`src/rtl/arilogcal_seq.sv`:
```
// Multi-cycle calculator: shift-add multiply or restoring divide, then iterative
// double-dabble to BCD display codes. ARILOGCAL_LZB_EN enables leading-zero blanking.
module arilogcal_seq #(
  parameter int WIDTH      = 8,
  parameter int RES_DIGITS = 5
) (
  input  logic                    clk,
  input  logic                    ac,
  input  logic [WIDTH-1:0]        opt_a,
  input  logic [WIDTH-1:0]        opt_b,
  input  logic [2:0]              do_opt,
  input  logic                    equal_to,
  output logic                    busy,
  output logic                    done,
  output logic                    err,
  output logic                    neg,
  output logic [5*RES_DIGITS-1:0] res_digits
);

  localparam int RW = 2 * WIDTH;
  localparam int ND = RES_DIGITS + 1;
  localparam int BW = 4 * ND;
  localparam int CW = $clog2(RW + 1);

  localparam logic [4:0] CODE_E     = 5'd14;
  localparam logic [4:0] CODE_R     = 5'd16;
  localparam logic [4:0] CODE_BLANK = 5'd17;

  typedef enum logic [2:0] {
    S_IDLE,
    S_CALC,
    S_CONV,
    S_PUB,
    S_ERR
  } state_t;

  state_t state_q, state_d;

  logic                    eq_q, eq_d;
  logic [WIDTH-1:0]        a_q, a_d;
  logic [WIDTH-1:0]        b_q, b_d;
  logic [2:0]              op_q, op_d;
  logic [RW-1:0]           work_q, work_d;
  logic [RW-1:0]           bin_q, bin_d;
  logic [BW-1:0]           bcd_q, bcd_d;
  logic                    ovf_q, ovf_d;
  logic [CW-1:0]           cnt_q, cnt_d;
  logic                    neg_pend_q, neg_pend_d;
  logic                    busy_q, busy_d;
  logic                    done_q, done_d;
  logic                    err_q, err_d;
  logic                    neg_q, neg_d;
  logic [5*RES_DIGITS-1:0] digits_q, digits_d;

  logic                    start;
  logic                    cap_err;
  logic                    multi;
  logic                    last_calc;
  logic                    last_conv;
  logic [WIDTH:0]          mul_sum;
  logic [RW-1:0]           mul_next;
  logic [WIDTH:0]          div_sh;
  logic [WIDTH:0]          div_trial;
  logic                    div_ge;
  logic [RW-1:0]           div_next;
  logic [RW-1:0]           calc_res;
  logic [BW-1:0]           bcd_adj;
  logic [BW-1:0]           bcd_next;
  logic                    ovf_next;
  logic                    conv_over;
  logic [5*RES_DIGITS-1:0] pub_digits;
  logic [5*RES_DIGITS-1:0] err_digits;

  assign start     = equal_to && !eq_q && (state_q == S_IDLE);
  assign cap_err   = (do_opt == 3'd0) ||
                     (((do_opt == 3'd3) || (do_opt == 3'd7)) && (opt_b == '0));
  assign multi     = (op_q == 3'd2) || (op_q == 3'd3) || (op_q == 3'd7);
  assign last_calc = !multi || (cnt_q == CW'(WIDTH - 1));
  assign last_conv = (cnt_q == CW'(RW - 1));

  // Multiplier: work = {partial product, remaining multiplier bits}, shifted right each step.
  assign mul_sum  = {1'b0, work_q[RW-1:WIDTH]} + {1'b0, (work_q[0] ? a_q : '0)};
  assign mul_next = {mul_sum, work_q[WIDTH-1:1]};

  // Divider: work = {remainder, quotient}, shifted left each step.
  assign div_sh    = {work_q[RW-1:WIDTH], work_q[WIDTH-1]};
  assign div_trial = div_sh - {1'b0, b_q};
  assign div_ge    = (div_sh >= {1'b0, b_q});
  assign div_next  = div_ge ? {div_trial[WIDTH-1:0], work_q[WIDTH-2:0], 1'b1}
                            : {div_sh[WIDTH-1:0],    work_q[WIDTH-2:0], 1'b0};

  always_comb begin
    calc_res = '0;
    case (op_q)
      3'd1: calc_res = RW'(a_q) + RW'(b_q);
      3'd2: calc_res = mul_next;
      3'd3: calc_res = {{WIDTH{1'b0}}, div_next[WIDTH-1:0]};
      3'd4: calc_res[0] = (a_q != '0) && (b_q != '0);
      3'd5: calc_res[0] = (a_q != '0) || (b_q != '0);
      3'd6: calc_res = (a_q >= b_q) ? RW'(a_q - b_q) : RW'(b_q - a_q);
      3'd7: calc_res = {{WIDTH{1'b0}}, div_next[RW-1:WIDTH]};
      default: calc_res = '0;
    endcase
  end

  always_comb begin
    bcd_adj = bcd_q;
    for (int i = 0; i < ND; i++) begin
      if (bcd_q[4*i +: 4] >= 4'd5) begin
        bcd_adj[4*i +: 4] = bcd_q[4*i +: 4] + 4'd3;
      end
    end
  end

  // A bit carried out of the top digit also means the value cannot be displayed.
  assign bcd_next  = {bcd_adj[BW-2:0], bin_q[RW-1]};
  assign ovf_next  = ovf_q | bcd_adj[BW-1];
  assign conv_over = ovf_next || (bcd_next[BW-1 -: 4] != 4'd0);

`ifdef ARILOGCAL_LZB_EN
  logic seen;
  always_comb begin
    pub_digits = '0;
    seen       = 1'b0;
    for (int i = RES_DIGITS - 1; i >= 0; i--) begin
      if (bcd_q[4*i +: 4] != 4'd0) begin
        seen = 1'b1;
      end
      pub_digits[5*i +: 5] = (seen || (i == 0)) ? {1'b0, bcd_q[4*i +: 4]} : CODE_BLANK;
    end
  end
`else
  always_comb begin
    pub_digits = '0;
    for (int i = 0; i < RES_DIGITS; i++) begin
      pub_digits[5*i +: 5] = {1'b0, bcd_q[4*i +: 4]};
    end
  end
`endif

  always_comb begin
    err_digits        = {RES_DIGITS{CODE_BLANK}};
    err_digits[14:0]  = {CODE_E, CODE_R, CODE_R};
  end

  always_ff @(posedge clk) begin
    if (ac) begin
      state_q <= S_IDLE;
    end else begin
      state_q <= state_d;
    end
  end

  always_comb begin
    state_d = state_q;
    case (state_q)
      S_IDLE: if (start) state_d = cap_err ? S_ERR : S_CALC;
      S_CALC: if (last_calc) state_d = S_CONV;
      S_CONV: if (last_conv) state_d = conv_over ? S_ERR : S_PUB;
      S_PUB:  state_d = S_IDLE;
      S_ERR:  state_d = S_IDLE;
      default: state_d = S_IDLE;
    endcase
  end

  always_comb begin
    eq_d       = equal_to;
    a_d        = a_q;
    b_d        = b_q;
    op_d       = op_q;
    work_d     = work_q;
    bin_d      = bin_q;
    bcd_d      = bcd_q;
    ovf_d      = ovf_q;
    cnt_d      = cnt_q;
    neg_pend_d = neg_pend_q;
    done_d     = 1'b0;
    err_d      = err_q;
    neg_d      = neg_q;
    digits_d   = digits_q;
    busy_d     = (state_d != S_IDLE);
    case (state_q)
      S_IDLE: begin
        if (start) begin
          a_d        = opt_a;
          b_d        = opt_b;
          op_d       = do_opt;
          cnt_d      = '0;
          neg_pend_d = 1'b0;
          work_d     = (do_opt == 3'd2) ? {{WIDTH{1'b0}}, opt_b} : {{WIDTH{1'b0}}, opt_a};
        end
      end
      S_CALC: begin
        work_d = (op_q == 3'd2) ? mul_next : div_next;
        cnt_d  = cnt_q + CW'(1);
        if (last_calc) begin
          bin_d      = calc_res;
          bcd_d      = '0;
          ovf_d      = 1'b0;
          cnt_d      = '0;
          neg_pend_d = (op_q == 3'd6) && (a_q < b_q);
        end
      end
      S_CONV: begin
        bcd_d = bcd_next;
        ovf_d = ovf_next;
        bin_d = {bin_q[RW-2:0], 1'b0};
        cnt_d = cnt_q + CW'(1);
      end
      S_PUB: begin
        digits_d = pub_digits;
        neg_d    = neg_pend_q;
        err_d    = 1'b0;
        done_d   = 1'b1;
      end
      S_ERR: begin
        digits_d = err_digits;
        neg_d    = 1'b0;
        err_d    = 1'b1;
        done_d   = 1'b1;
      end
      default: ;
    endcase
  end

  always_ff @(posedge clk) begin
    if (ac) begin
      eq_q       <= 1'b0;
      a_q        <= '0;
      b_q        <= '0;
      op_q       <= '0;
      work_q     <= '0;
      bin_q      <= '0;
      bcd_q      <= '0;
      ovf_q      <= 1'b0;
      cnt_q      <= '0;
      neg_pend_q <= 1'b0;
      busy_q     <= 1'b0;
      done_q     <= 1'b0;
      err_q      <= 1'b0;
      neg_q      <= 1'b0;
      digits_q   <= {RES_DIGITS{CODE_BLANK}};
    end else begin
      eq_q       <= eq_d;
      a_q        <= a_d;
      b_q        <= b_d;
      op_q       <= op_d;
      work_q     <= work_d;
      bin_q      <= bin_d;
      bcd_q      <= bcd_d;
      ovf_q      <= ovf_d;
      cnt_q      <= cnt_d;
      neg_pend_q <= neg_pend_d;
      busy_q     <= busy_d;
      done_q     <= done_d;
      err_q      <= err_d;
      neg_q      <= neg_d;
      digits_q   <= digits_d;
    end
  end

  assign busy       = busy_q;
  assign done       = done_q;
  assign err        = err_q;
  assign neg        = neg_q;
  assign res_digits = digits_q;

endmodule

```
`config.mk`:
```
export PLATFORM = sky130hd
export DESIGN_NAME = arilogcal_seq
export DESIGN_NICKNAME = d
export VERILOG_FILES = /design/src/rtl/arilogcal_seq.sv
export SDC_FILE = /design/constraint.sdc
export NUM_CORES = 1
export LEC_CHECK = 0
export BUFFER_PORTS_ARGS = -buffer_cell sky130_fd_sc_hd__buf_2
export CAP_MARGIN = 20
export CELL_PAD_IN_SITES_DETAIL_PLACEMENT = 2
export CELL_PAD_IN_SITES_GLOBAL_PLACEMENT = 2
export CORE_MARGIN = 5
export CORE_UTILIZATION = 37
export DETAILED_ROUTE_END_ITERATION = 10
export PLACE_DENSITY = 0.81
export SKIP_CTS_REPAIR_TIMING = 1
export SLEW_MARGIN = 10
export SYNTH_ARGS = -nofsm -noshare
export SYNTH_HDL_FRONTEND = slang
export SYNTH_SLANG_ARGS = --single-unit
```
`constraint.sdc`:
```
create_clock -name clk -period 3.6 [get_ports clk]
set_input_delay 0.72 -clock clk [delete_from_list [all_inputs] [get_ports clk]]
set_output_delay 0.72 -clock clk [all_outputs]
set_load 0.01 [all_outputs]
```
**Yosys cells after proc, flatten, opt, wreduce, memory -nomap -nowiden**

Cells that the tools add are included.

- Output and inout bits: 29
- Logic and storage cells: 124
- Memories: 0
- Memory bits (writable): 0
- Input port bits: 22
- Latch bits: 0
- Bits in registers: 115
- ROM bits: 0

- $lt $le $gt $ge: 9
- Shift-type cells: 0
- Divide/modulo/power cells: 0
- Multiply operators: 0
- Bitwise logic cells: 1
- Reduce and logical (&&, ||, !) cells: 31
- Equality and inequality tests: 18
- Add/subtract/negate cells: 12
- Multiplexer cells: 37

Operators with widths:

| cell | count |
|---|---|
| 2-to-1 mux 16 bit | 5 |
| one-hot mux 15 bit (5 select lines) | 1 |
| one-hot mux 16 bit (2 select lines) | 2 |
| one-hot mux 25 bit (2 select lines) | 1 |
| one-hot mux 24 bit (2 select lines) | 1 |
| adder 4 x 2 -> 4 bit, second input constant | 6 |
| greater-or-equal comparator 4 x 3 -> 1 bit, second input constant | 6 |
| 2-to-1 mux 24 bit | 1 |
| 2-to-1 mux 4 bit | 6 |
| adder 8 x 8 -> 9 bit | 2 |
| == test 3 x 2 -> 1 bit, second input constant | 6 |
| == test 3 bit, second input constant | 6 |
| subtractor 8 x 8 -> 9 bit | 2 |
| 2-to-1 mux 8 bit | 2 |
| nonzero test 8 bit | 2 |
| 2-to-1 mux 3 bit | 5 |
| one-hot mux 5 bit (3 select lines) | 1 |
| 2-to-1 mux 5 bit | 2 |
| greater-or-equal comparator 9 x 8 -> 1 bit | 1 |
| one-hot mux 3 bit (3 select lines) | 1 |
| greater-or-equal comparator 8 bit | 1 |
| zero test 8 bit | 1 |
| less-than comparator 8 bit | 1 |
| one-hot mux 1 bit (2 select lines) | 4 |
| other kinds (19) | 42 |

**Depth between registers and ports, before layout**

- Depth in word-level cells: 8
- Gate-level depth with buffers: 12
- Mapped depth without buffers: 11

**Least setup slack after synthesis**

No wires, ideal clock.

- Path type: reg2reg
- Start: reg a_q[1]
- End: reg bin_q[4]
- Data arrival time: 2.397 ns
- Buffers on the path: 1
- Cell stages (with the launch flop): 11
- Required time: 3.481 ns
- Library setup time: 0.119 ns
- Clock period less this slack: 2.516 ns
- Slack: 1.084 ns
- Path through: dfxtp_1 > inv_1 > ha_1 > nand2_1 > o21ai_1 > o221a_2 > buf_6 > o21a_1 > or3b_1 > a31o_1 > o221a_1

- Cells in the longest elaborated chain, start to end: 5
- Elaborated cells between the ends (all ways): 8
- Those cells by class: add/sub: 3; order compare: 1; mux: 4

Ends and longest elaborated chain:

| what | line | text |
|---|---|---|
| from (decl) | 40 | `logic [WIDTH-1:0] a_q, a_d;` |
| from (signal assigned) | 229 | `a_q <= '0;` |
| from (signal assigned) | 245 | `a_q <= a_d;` |
| subtractor 8 x 8 -> 9 bit or greater-or-equal comparator 8 bit (tied branches) | 100 | `3'd6: calc_res = (a_q >= b_q) ? RW'(a_q - b_q) : RW'(b_q - a_q);` |
| 2-to-1 mux 16 bit | 100 |  |
| one-hot mux 15 bit (5 select lines) (*) | 94 | `case (op_q)` |
| 2-to-1 mux 16 bit (*) | 196 | `if (last_calc) begin` |
| one-hot mux 16 bit (2 select lines) (*) | 182 | `case (state_q)` |
| to (signal assigned) | 249 | `bin_q <= bin_d;` |
| to (decl) | 44 | `logic [RW-1:0] bin_q, bin_d;` |

Mark *: on every way between the ends. The rest lies on a longest branch, timed or not. The select of a mux whose other input is x is not followed.
A chain may end at the register's enable or synchronous reset.

**Worst setup path in the final report**

- Start: reg a_q[2]
- End: reg bin_q[14]

- Cells in the longest elaborated chain, start to end: 5
- Elaborated cells between the ends (all ways): 9
- Those cells by class: add/sub: 3; order compare: 1; mux: 5

Ends and longest elaborated chain:

| what | line |
|---|---|
| subtractor 8 x 8 -> 9 bit (tied with other cells) | 100 |
| 2-to-1 mux 16 bit or adder 8 x 8 -> 9 bit (tied branches) | 100, 82 |
| one-hot mux 15 bit (5 select lines) (*) | 94 |
| 2-to-1 mux 16 bit (*) | 196 |
| one-hot mux 16 bit (2 select lines) (*) | 182 |

Marked as above.

==> reports/results.ini <==
[outcome]
status = complete, no violations

[worst_setup_path]
slowest_stage = ha_1
cp-end-kind = flip-flop
path_buf_inv = 1
worstPathMaxFanout = 14
arrival_ns = 3.41
path_cells = inv_1 > ha_1 > nand2_1 > o21ai_1 > o221a_2 > or2_1 > mux2i_4 > o21ai_0 > a21oi_1
crit_path_start_kind = flip-flop
crit_type = flip-flop to flip-flop
cpPeakStageDelay_ns = 0.59
cp_top_family = compound AO/OA/AOI/OAI gates
crit_required_ns = 3.89

[route]
wirelength_um = 26800
drc = 0
vias = 7067
drt_first_iter_violations = 332
antenna_left = 0
first_pass_iters = 4
via_per_inst = 5.76
wl_per_cell_um = 21.8

[floorplanning]
core_area_mm2 = 0.0195
start_util_pct = 37.7
num_io_pins = 51
die_x_um = 151
die_area_mm2 = 0.0228
placementRows = 51
dieHeight_um = 151

[synthesis]
ys_seq_area_share_pct = 30.4
synth_top_area_share_pct = 30.4
synth_nets = 1017
yosysWarnings = 0
yosysTopAreaCell = dfxtp_1
netlist_instances = 936
syn_area_mm2 = 0.00737
synth-edff-count = 0
yosysUniqueCellTypes = 78
synth_seq_cells = 112
synth_flop_cell = dfxtp_1
ys_top_cells_by_area = dfxtp_1, ha_1, a21oi_1
synth-async-reset-ratio_pct = 0
avgSynthCellArea_um2 = 7.87

[grt]
track_usage_pct = 24.2
met2_usage_pct = 41.5
met1_usage_pct = 31.4
grtUsageMet3_pct = 4.10
grt_max_degree = 75
grt_pass1_vias = 7660
busiest_layer = met2
overflow = 0
grt_pass1_wl_um = 43000
antenna_found_initial = 1

[clock_tree]
clk_latency_ns = 0.37
clockRootBuffer = clkbuf_16
clk_pin_slew_ns = 0.09
cts_tree = yes
clk_path_buf_depth = 2
cts_sinks = 112
cts_buffers = 9
h-tree-depth = 3

[sta]
final.setup.tns_ns = 0
timing.final.crit_period_ns = 3.12
fin_crit_sh_pct = 86.7
fin_hold_ws_ns = 0.445
fmax_ghz = 0.320
setup_viol = 0
skew_ns = 0.0177
hold_violations = 0
slew_violations = 0
worst_pin_slew_ns = 0.887
max-slew-margin-rel_pct = 40.8
grt_setup_unrepaired = false

[pwr]
p_total_mw = 3.33
p_leak_nw = 3.15
p_int_mw = 2.15
power_frac_seq_pct = 40.1
p_per_area_mw_per_mm2 = 409
p_comb_share_pct = 26.0
irDropWorstVdd_mv = 0.236
power.share.switching_pct = 35.4
power.switching_mw = 1.18
clockPowerShare_pct = 33.9

[placed_design]
port-buffer-count = 50
dp.cells = 1211
dp_hpwl_um = 20100
gp_congestion = 0.884

[cells_and_area]
area_growth_pct = 10.7
fin_cells = 1227
drive_gt1_share_pct = 11.3
fin_nets = 1038
multiInputGateArea_mm2 = 0.00465
n_fill_cell = 2324
diodes = 0
regArea_mm2 = 0.00224

[run]
drv_cap = 0

[min_path]
min_path_type = flip-flop to flip-flop

per-layer routing:
| layer | up-vias | wire (um) |
|---|---|---|
| met1 | 3564 | 11900 |
| li1 | 3349 | - |
| met5 | - | 10 |
| met3 | 38 | 1080 |
| met2 | 114 | 13100 |
| met4 | 2 | 673 |
final timing paths:
path,start,endpoint,slack [ns],cells after the start
hold reg to reg,res_digits[14],res_digits[14],0.44,2
hold / removal,res_digits[14],res_digits[14],0.44,2
setup reg to reg,a_q[2],bin_q[14],0.48,9
setup / recovery,a_q[2],bin_q[14],0.48,9
cells by family after synthesis:
logic type	count (synthesis)	synth area share (%)
simple gates	318	20.0
compound gates	278	25.0
buf+inv	112	6.56
flops	112	30.4
fa+ha+maj	60	10.7
xor+xnor	28	3.33
mux	28	4.01
layout make-up:
| type | count | area share (%) |
|---|---|---|
| clock inverter | 7 | 1.32 |
| multi-input combinational | 712 | 57.0 |
| inverter | 53 | 2.47 |
| clock buffer | 9 | 2.76 |
| sequential | 112 | 27.5 |
| tap | 265 | 4.07 |
| timing repair buffer | 69 | 4.85 |
synthesized netlist by cell type (all sizes together) (6+ instances only):
cell,number
xnor2,15
a21oi,86
ha,54
clkbuf,37
o21a,11
xor2,13
and2,10
nand3,20
mux2i,26
o21bai,7
o21ai,51
dfxtp,112
o22ai,13
nor4,8
a31oi,6
nand2b,17
nor3,26
inv,52
o31ai,8
nor2,103
buf,22
nor2b,14
nand2,93
a22oi,39
a211oi,11
power groups by stage:
stage | sequential [mW] | combinational, mW | clock, mW
floorplan | 1.34 | 0.610 | 0
global placement | 1.36 | 0.828 | 0
detailed placement | 1.37 | 0.851 | 0
CTS | 1.34 | 0.858 | 1.15
global route | 1.34 | 0.945 | 1.21
finish | 1.34 | 0.866 | 1.13
flip-flops by register name, indices dropped and copies added, names as in the netlist, 3 cells and up:
name and flops:
op_q 3, b_q 8, bin_q 16, a_q 8, res_digits 22, state_q 3
cnt_q 5, work_q 16, bcd_q 24
worst reg2reg max path, cell delays in order, from the launching register on:
cell,delay (ns)
dfxtp_1,0.45
inv_1,0.08
ha_1,0.59
nand2_1,0.10
o21ai_1,0.31
o221a_2,0.38
or2_1,0.31
mux2i_4,0.44
o21ai_0,0.20
a21oi_1,0.18
metrics by stage:
step | utilization [%] | setup WS (ns) | area (um^2)
6_report | 41.8 | 0.478 | 8150
5_1_grt | 41.8 | 0.206 | 8150
4_1_cts | 41.8 | 0.510 | 8150
3_5_place_dp | 40.0 | 0.642 | 7820
3_3_place_gp | 40.0 | 0.780 | 7820
2_1_floorplan | - | 1.08 | 7370
placed cells by master, fill, tap and decap left out, types with 6 or more instances in the layout:
master and instances:
a211oi_1 10, a21oi_1 86, a22oi_1 39, a31oi_1 6, and2_1 10, buf_2 49
buf_4 20, clkbuf_16 9, dfxtp_1 112, ha_1 54, inv_1 51, mux2i_1 25
nand2_1 93, nand2b_1 17, nand3_1 20, nor2_1 101, nor2b_1 14, nor3_1 26
nor4_1 7, o21a_1 10, o21ai_0 49, o21bai_1 7, o22ai_1 13, o31ai_1 7
xnor2_1 15, xor2_1 13
Power figures use the tool's default switching activity.
